<file path="config.mk">
export PLATFORM = sky130hd
export DESIGN_NAME = alu_writeback
export DESIGN_NICKNAME = d
export VERILOG_FILES = /design/src/rtl/alu_writeback.sv
export SDC_FILE = /design/constraint.sdc
export NUM_CORES = 1
export LEC_CHECK = 0
export ABC_AREA = 1
export BUFFER_PORTS_ARGS = -buffer_cell sky130_fd_sc_hd__buf_4
export CORE_AREA = 2 2 93 95
export CTS_BUF_LIST = sky130_fd_sc_hd__clkbuf_4 sky130_fd_sc_hd__clkbuf_8
export DETAILED_ROUTE_END_ITERATION = 16
export DIE_AREA = 0 0 95 97
export GPL_TIMING_DRIVEN = 1
export PLACE_DENSITY = 0.83
export SLEW_MARGIN = 20
export SYNTH_ARGS = -nofsm -noshare
export SYNTH_HDL_FRONTEND = slang
export SYNTH_SLANG_ARGS = --single-unit
</file>
<file path="constraint.sdc">
create_clock -name clk -period 4.42 [get_ports clk]
set_clock_uncertainty 0.1 [all_clocks]
set_input_delay 0 -clock clk [delete_from_list [all_inputs] [get_ports clk]]
set_output_delay 0 -clock clk [all_outputs]
set_load 0.02 [all_outputs]
</file>
<file path="src/rtl/alu_writeback.sv">
// ALU writeback stage: evaluates the ARM condition field against the
// architectural NZCV register, updates the flags, and drives the single
// register-file write port. A long multiply (UMULL) is serialised into two
// write cycles (lo word first, hi word second); upstream is stalled with
// in_ready during the second cycle.
module alu_writeback #(
  parameter int unsigned DATA_W = 32,
  parameter int unsigned ADDR_W = 4
) (
  input  logic              clk,
  input  logic              reset,
  input  logic              in_valid,
  output logic              in_ready,
  input  logic [3:0]        cond,
  input  logic [3:0]        alu_flags,
  input  logic [DATA_W-1:0] result,
  input  logic [DATA_W-1:0] result2,
  input  logic [ADDR_W-1:0] rd,
  input  logic [ADDR_W-1:0] rd_lo,
  input  logic              reg_write,
  input  logic              long_mul,
  input  logic [1:0]        flag_write,
  output logic              wr_en,
  output logic [ADDR_W-1:0] wr_addr,
  output logic [DATA_W-1:0] wr_data,
  output logic [3:0]        flags,
  output logic              cond_ex
);

  typedef enum logic {
    IDLE = 1'b0,
    HI   = 1'b1
  } state_t;

  state_t            r_state;
  logic              r_wr_en;
  logic [ADDR_W-1:0] r_wr_addr;
  logic [DATA_W-1:0] r_wr_data;
  logic [3:0]        r_flags;
  logic              r_cond_ex;
  logic [ADDR_W-1:0] r_hi_addr;
  logic [DATA_W-1:0] r_hi_data;

  logic              w_pass;
  logic [3:0]        w_flags_nxt;
  logic              w_n;
  logic              w_z;
  logic              w_c;
  logic              w_v;

  assign w_n = r_flags[3];
  assign w_z = r_flags[2];
  assign w_c = r_flags[1];
  assign w_v = r_flags[0];

  // Ready depends on state only, so there is no path from in_valid.
  assign in_ready = (r_state == IDLE);
  assign wr_en    = r_wr_en;
  assign wr_addr  = r_wr_addr;
  assign wr_data  = r_wr_data;
  assign flags    = r_flags;
  assign cond_ex  = r_cond_ex;

  // Condition-code evaluation against the architectural flags register.
  always_comb begin
    w_pass = 1'b0;
    case (cond)
      4'b0000: w_pass = w_z;
      4'b0001: w_pass = !w_z;
      4'b0010: w_pass = w_c;
      4'b0011: w_pass = !w_c;
      4'b0100: w_pass = w_n;
      4'b0101: w_pass = !w_n;
      4'b0110: w_pass = w_v;
      4'b0111: w_pass = !w_v;
      4'b1000: w_pass = w_c && !w_z;
      4'b1001: w_pass = !w_c || w_z;
      4'b1010: w_pass = (w_n == w_v);
      4'b1011: w_pass = (w_n != w_v);
      4'b1100: w_pass = !w_z && (w_n == w_v);
      4'b1101: w_pass = w_z || (w_n != w_v);
      4'b1110: w_pass = 1'b1;
      default: w_pass = 1'b0;
    endcase
  end

  // Next flags value for an accepted instruction; long multiplies never touch C,V.
  always_comb begin
    w_flags_nxt = r_flags;
    if (w_pass) begin
      if (long_mul) begin
        if (flag_write[1]) begin
          w_flags_nxt[3] = result[DATA_W-1];
          w_flags_nxt[2] = (result == '0) && (result2 == '0);
        end
      end else begin
        if (flag_write[1]) w_flags_nxt[3:2] = alu_flags[3:2];
        if (flag_write[0]) w_flags_nxt[1:0] = alu_flags[1:0];
      end
    end
  end

  // Writeback FSM: accept in IDLE, emit the held hi word in HI.
  always_ff @(posedge clk or posedge reset) begin
    if (reset) begin
      r_state   <= IDLE;
      r_wr_en   <= 1'b0;
      r_wr_addr <= '0;
      r_wr_data <= '0;
      r_flags   <= 4'b0000;
      r_cond_ex <= 1'b0;
      r_hi_addr <= '0;
      r_hi_data <= '0;
    end else begin
      case (r_state)
        IDLE: begin
          if (in_valid) begin
            r_cond_ex <= w_pass;
            r_flags   <= w_flags_nxt;
            if (w_pass && reg_write) begin
              r_wr_en <= 1'b1;
              if (long_mul) begin
                r_wr_addr <= rd_lo;
                r_wr_data <= result2;
                r_hi_addr <= rd;
                r_hi_data <= result;
                r_state   <= HI;
              end else begin
                r_wr_addr <= rd;
                r_wr_data <= result;
              end
            end else begin
              r_wr_en <= 1'b0;
            end
          end else begin
            r_wr_en <= 1'b0;
          end
        end
        HI: begin
          r_wr_en   <= 1'b1;
          r_wr_addr <= r_hi_addr;
          r_wr_data <= r_hi_data;
          r_state   <= IDLE;
        end
        default: begin
          r_wr_en <= 1'b0;
          r_state <= IDLE;
        end
      endcase
    end
  end

endmodule

</file>
==> qor.yml <==
setup_path:
  end_kind: "register"
  path_class: "reg -> reg"
  cpMostUsedCell: "nand2_1"
  worstPathMaxFanout: 45
  slowest_delay_ns: 0.55
  crit_chain: "inv_1, nand2_1, nand2_1, nand2_1, nand3_1, nand2_1, nor2_2, nand2_4, nand3_1, dlygate4sd3_1, nand2_1, dlygate4sd3_1"
  required_ns: 4.57
  cpMaxStageDelayCell: "dlygate4sd3_1"
  arrival_ns: 3.05
  start_kind: "register"
detailed_routing:
  drt_wl_total_um: 15320
  postRouteAntennaNets: 0
  first_iter_violations: 614
  drcViolationCount: 0
  dr.pass1.iters: 7
  via_count: 5333
  wl_per_cell_um: 16.63
  vias_per_cell: 5.790
synth:
  muxShareOfSynthArea_pct: 0.2552
  synth_nets: 715
  synth_compound_area_share_pct: 8.506
  yosysUniqueCellTypes: 21
  syn_area_per_cell_um2: 7.027
  synth_xor_area_share_pct: 0
  synth_area_mm2: 0.004413
  synth_edf_count: 0
  seq_area_frac_synth_pct: 44.80
  synthFlopType: "dfrtp_1"
  synthCells: 628
  synthArstFlopShare_pct: 100.0
  ys_warn_count: 0
  yosys.area_share.simple_pct: 39.64
  synth_top_family_by_area: "simple AND/OR/NAND/NOR gates"
  ys_ff_latch: 79
  synth-adder-area-share_pct: 0
placement:
  post-dp-hpwl_um: 8574
  pre_cts_slack_ns: 1.942
  place_inst: 827
  place.port_buffers: 129
  gp_congestion: 0.9958
sta:
  hold_violations: 0
  setup_tns_ns: 0
  min_period_ns: 2.897
  tightest_slew_ns: 0.7507
  rsz0062_at_grt: "no"
  slew_headroom_pct: 49.88
  worst_slack_ns: 1.523
  min_period_over_period_pct: 65.55
  slew_violations: 0
  setup_viol: 0
  clock.fmax_mhz: 345.1
  holdWs_ns: 0.003899
die:
  die_y_um: 97
  rows: 33
  core_mm2: 0.008134
  num_io_pins: 130
  die_x_um: 95
  die-area_mm2: 0.009215
  start_util_pct: 54.25
pwr:
  peakVddDrop_mv: 0.3329
  internal_power_mw: 1.974
  power.leakage_nw: 3.226
  clkPwrFrac_pct: 19.7
  comb_power_share_pct: 40.6
  pwr_density_cell_mw_per_mm2: 512.0
  p_seq_share_pct: 39.7
  power_switching_mw: 1.285
  swShare_pct: 39.43
clock_network:
  cts-root-buf: "clkbuf_8"
  cts_max_level: 3
  post_cts_buffers: 0
  cts_tree: "yes"
  clock-sinks: 79
  cts_max_path_buffers: 2
  path_clk_slew_ns: 0.08
  clk-insertion-delay-late_ns: 0.37
  cts_buffers: 9
min_path:
  hp-class: "in -> reg"
cells_and_area:
  multi_input_comb_area_mm2: 0.002143
  layout_common_cells: "nand2_1 (230), buf_4 (133), nor2_1 (79), dfrtp_1 (79), dlygate4sd3_1 (77)"
  area_delta_synth_final_pct: 44.23
  nets: 897
  filler_cell_count: 555
  fin_cells: 921
  seqCellArea_mm2: 0.001977
  final_util_pct: 78.25
  layout_commonest_cell: "nand2_1"
  drive_gt1_share_pct: 19.88
global_routing:
  grt_max_degree: 80
  antenna_found_initial: 1
  grt_pass1_vias: 5262
  grt_pass1_wl_um: 24740
  grt_usage_pct: 33.99
  grt-ovfl-total: 0
job:
  drv_cap: 0
outcome:
  status: "finished clean"
worst max-delay path: cells and delay by family, from the launching register on:
family        cells  cell delay [ns]
buf+inv           3             1.20
flops             1             0.43
simple gates      9             1.05
cell families (layout without fill, tap and decap cells):
logic type	Yosys count	count (layout)
compound gates	75	75
simple gates	408	408
other cells	0	1
mux	1	1
flops	79	79
buf+inv	65	252
area by class of cell:
| cell class | instances | area share (%) |
|---|---|---|
| repair buffers | 211 | 27.97 |
| flip-flops and latches | 79 | 31.06 |
| multi-input cells | 484 | 33.67 |
| diodes | 1 | 0.03932 |
| well taps | 105 | 2.064 |
| inverters | 25 | 1.494 |
| clock inverters | 4 | 1.199 |
| clock buffers | 12 | 2.497 |
flip-flops by register name (all words and copies together) (netlist names):
signal and flops:
r_hi_addr 4, wr_en 1, cond_ex 1, r_state 1, wr_data 32, r_hi_data 32, flags 4, wr_addr 4
per-layer routing:
metal	GRT usage, %	wire length (um)	vias to the layer above
li1	-	-	2404
met1	42.75	5790	2490
met2	55.16	7433	368
met3	7.009	1394	71
met4	16.61	697	0
met5	0	0	-
synth_stat cells, types with 2 or more instances:
| cell type | number | share of area [%] |
|---|---|---|
| nand3_1 | 48 | 5.4 |
| inv_1 | 23 | 2.0 |
| buf_2 | 9 | 1.0 |
| or2_2 | 2 | 0.28 |
| nor3_1 | 2 | 0.23 |
| clkbuf_1 | 22 | 1.9 |
| a21oi_1 | 2 | 0.23 |
| dfrtp_1 | 79 | 45 |
| o21ai_0 | 73 | 8.3 |
| nand2_4 | 2 | 0.51 |
| nand4_1 | 41 | 5.8 |
| nand2_1 | 230 | 20 |
| buf_4 | 6 | 1.0 |
| nor2_1 | 80 | 6.8 |
| buf_6 | 3 | 0.77 |
power by group through the flow:
stage,clock [mW],sequential (mW),combinational [mW]
2_1_floorplan,0,1.48,0.522
5_1_grt,0.671,1.33,1.44
4_1_cts,0.638,1.28,1.30
3_5_place_dp,0,1.28,1.23
3_3_place_gp,0,1.27,1.19
6_report,0.642,1.29,1.32
path summary, 6_finish.rpt:
check	from	endpoint	slack, ns	depth (start not counted)
worst max-delay path	flags[3]$_DFFE_PP0P_	flags[1]$_DFFE_PP0P_	1.52	12
worst min-delay path	result2[17]	wr_data[17]$_DFFE_PP0P_	0.004	5
worst max register to register	flags[3]$_DFFE_PP0P_	flags[1]$_DFFE_PP0P_	1.52	12
worst min register to register	r_hi_data[0]$_DFFE_PP0P_	r_hi_data[0]$_DFFE_PP0P_	0.38	2
max in group asynchronous	reset	r_hi_data[11]$_DFFE_PP0P_	3.44	4
min in group asynchronous	reset	wr_data[26]$_DFFE_PP0P_	0.28	4
repair_timing:
item | 4_1_cts | 5_1_grt
resized for setup | 0 | 0
hold buffers | 77 | 0
hold endpoints to repair | 150 | 0
metrics by stage:
step                area, um^2  power, mW
global route              6365      3.441
detailed placement        5353      2.517
global placement          5353      2.466
floorplan                 4413      1.999
CTS                       6359      3.216
finish                    6365      3.259
No activity file was read; power rests on OpenSTA's default activity.
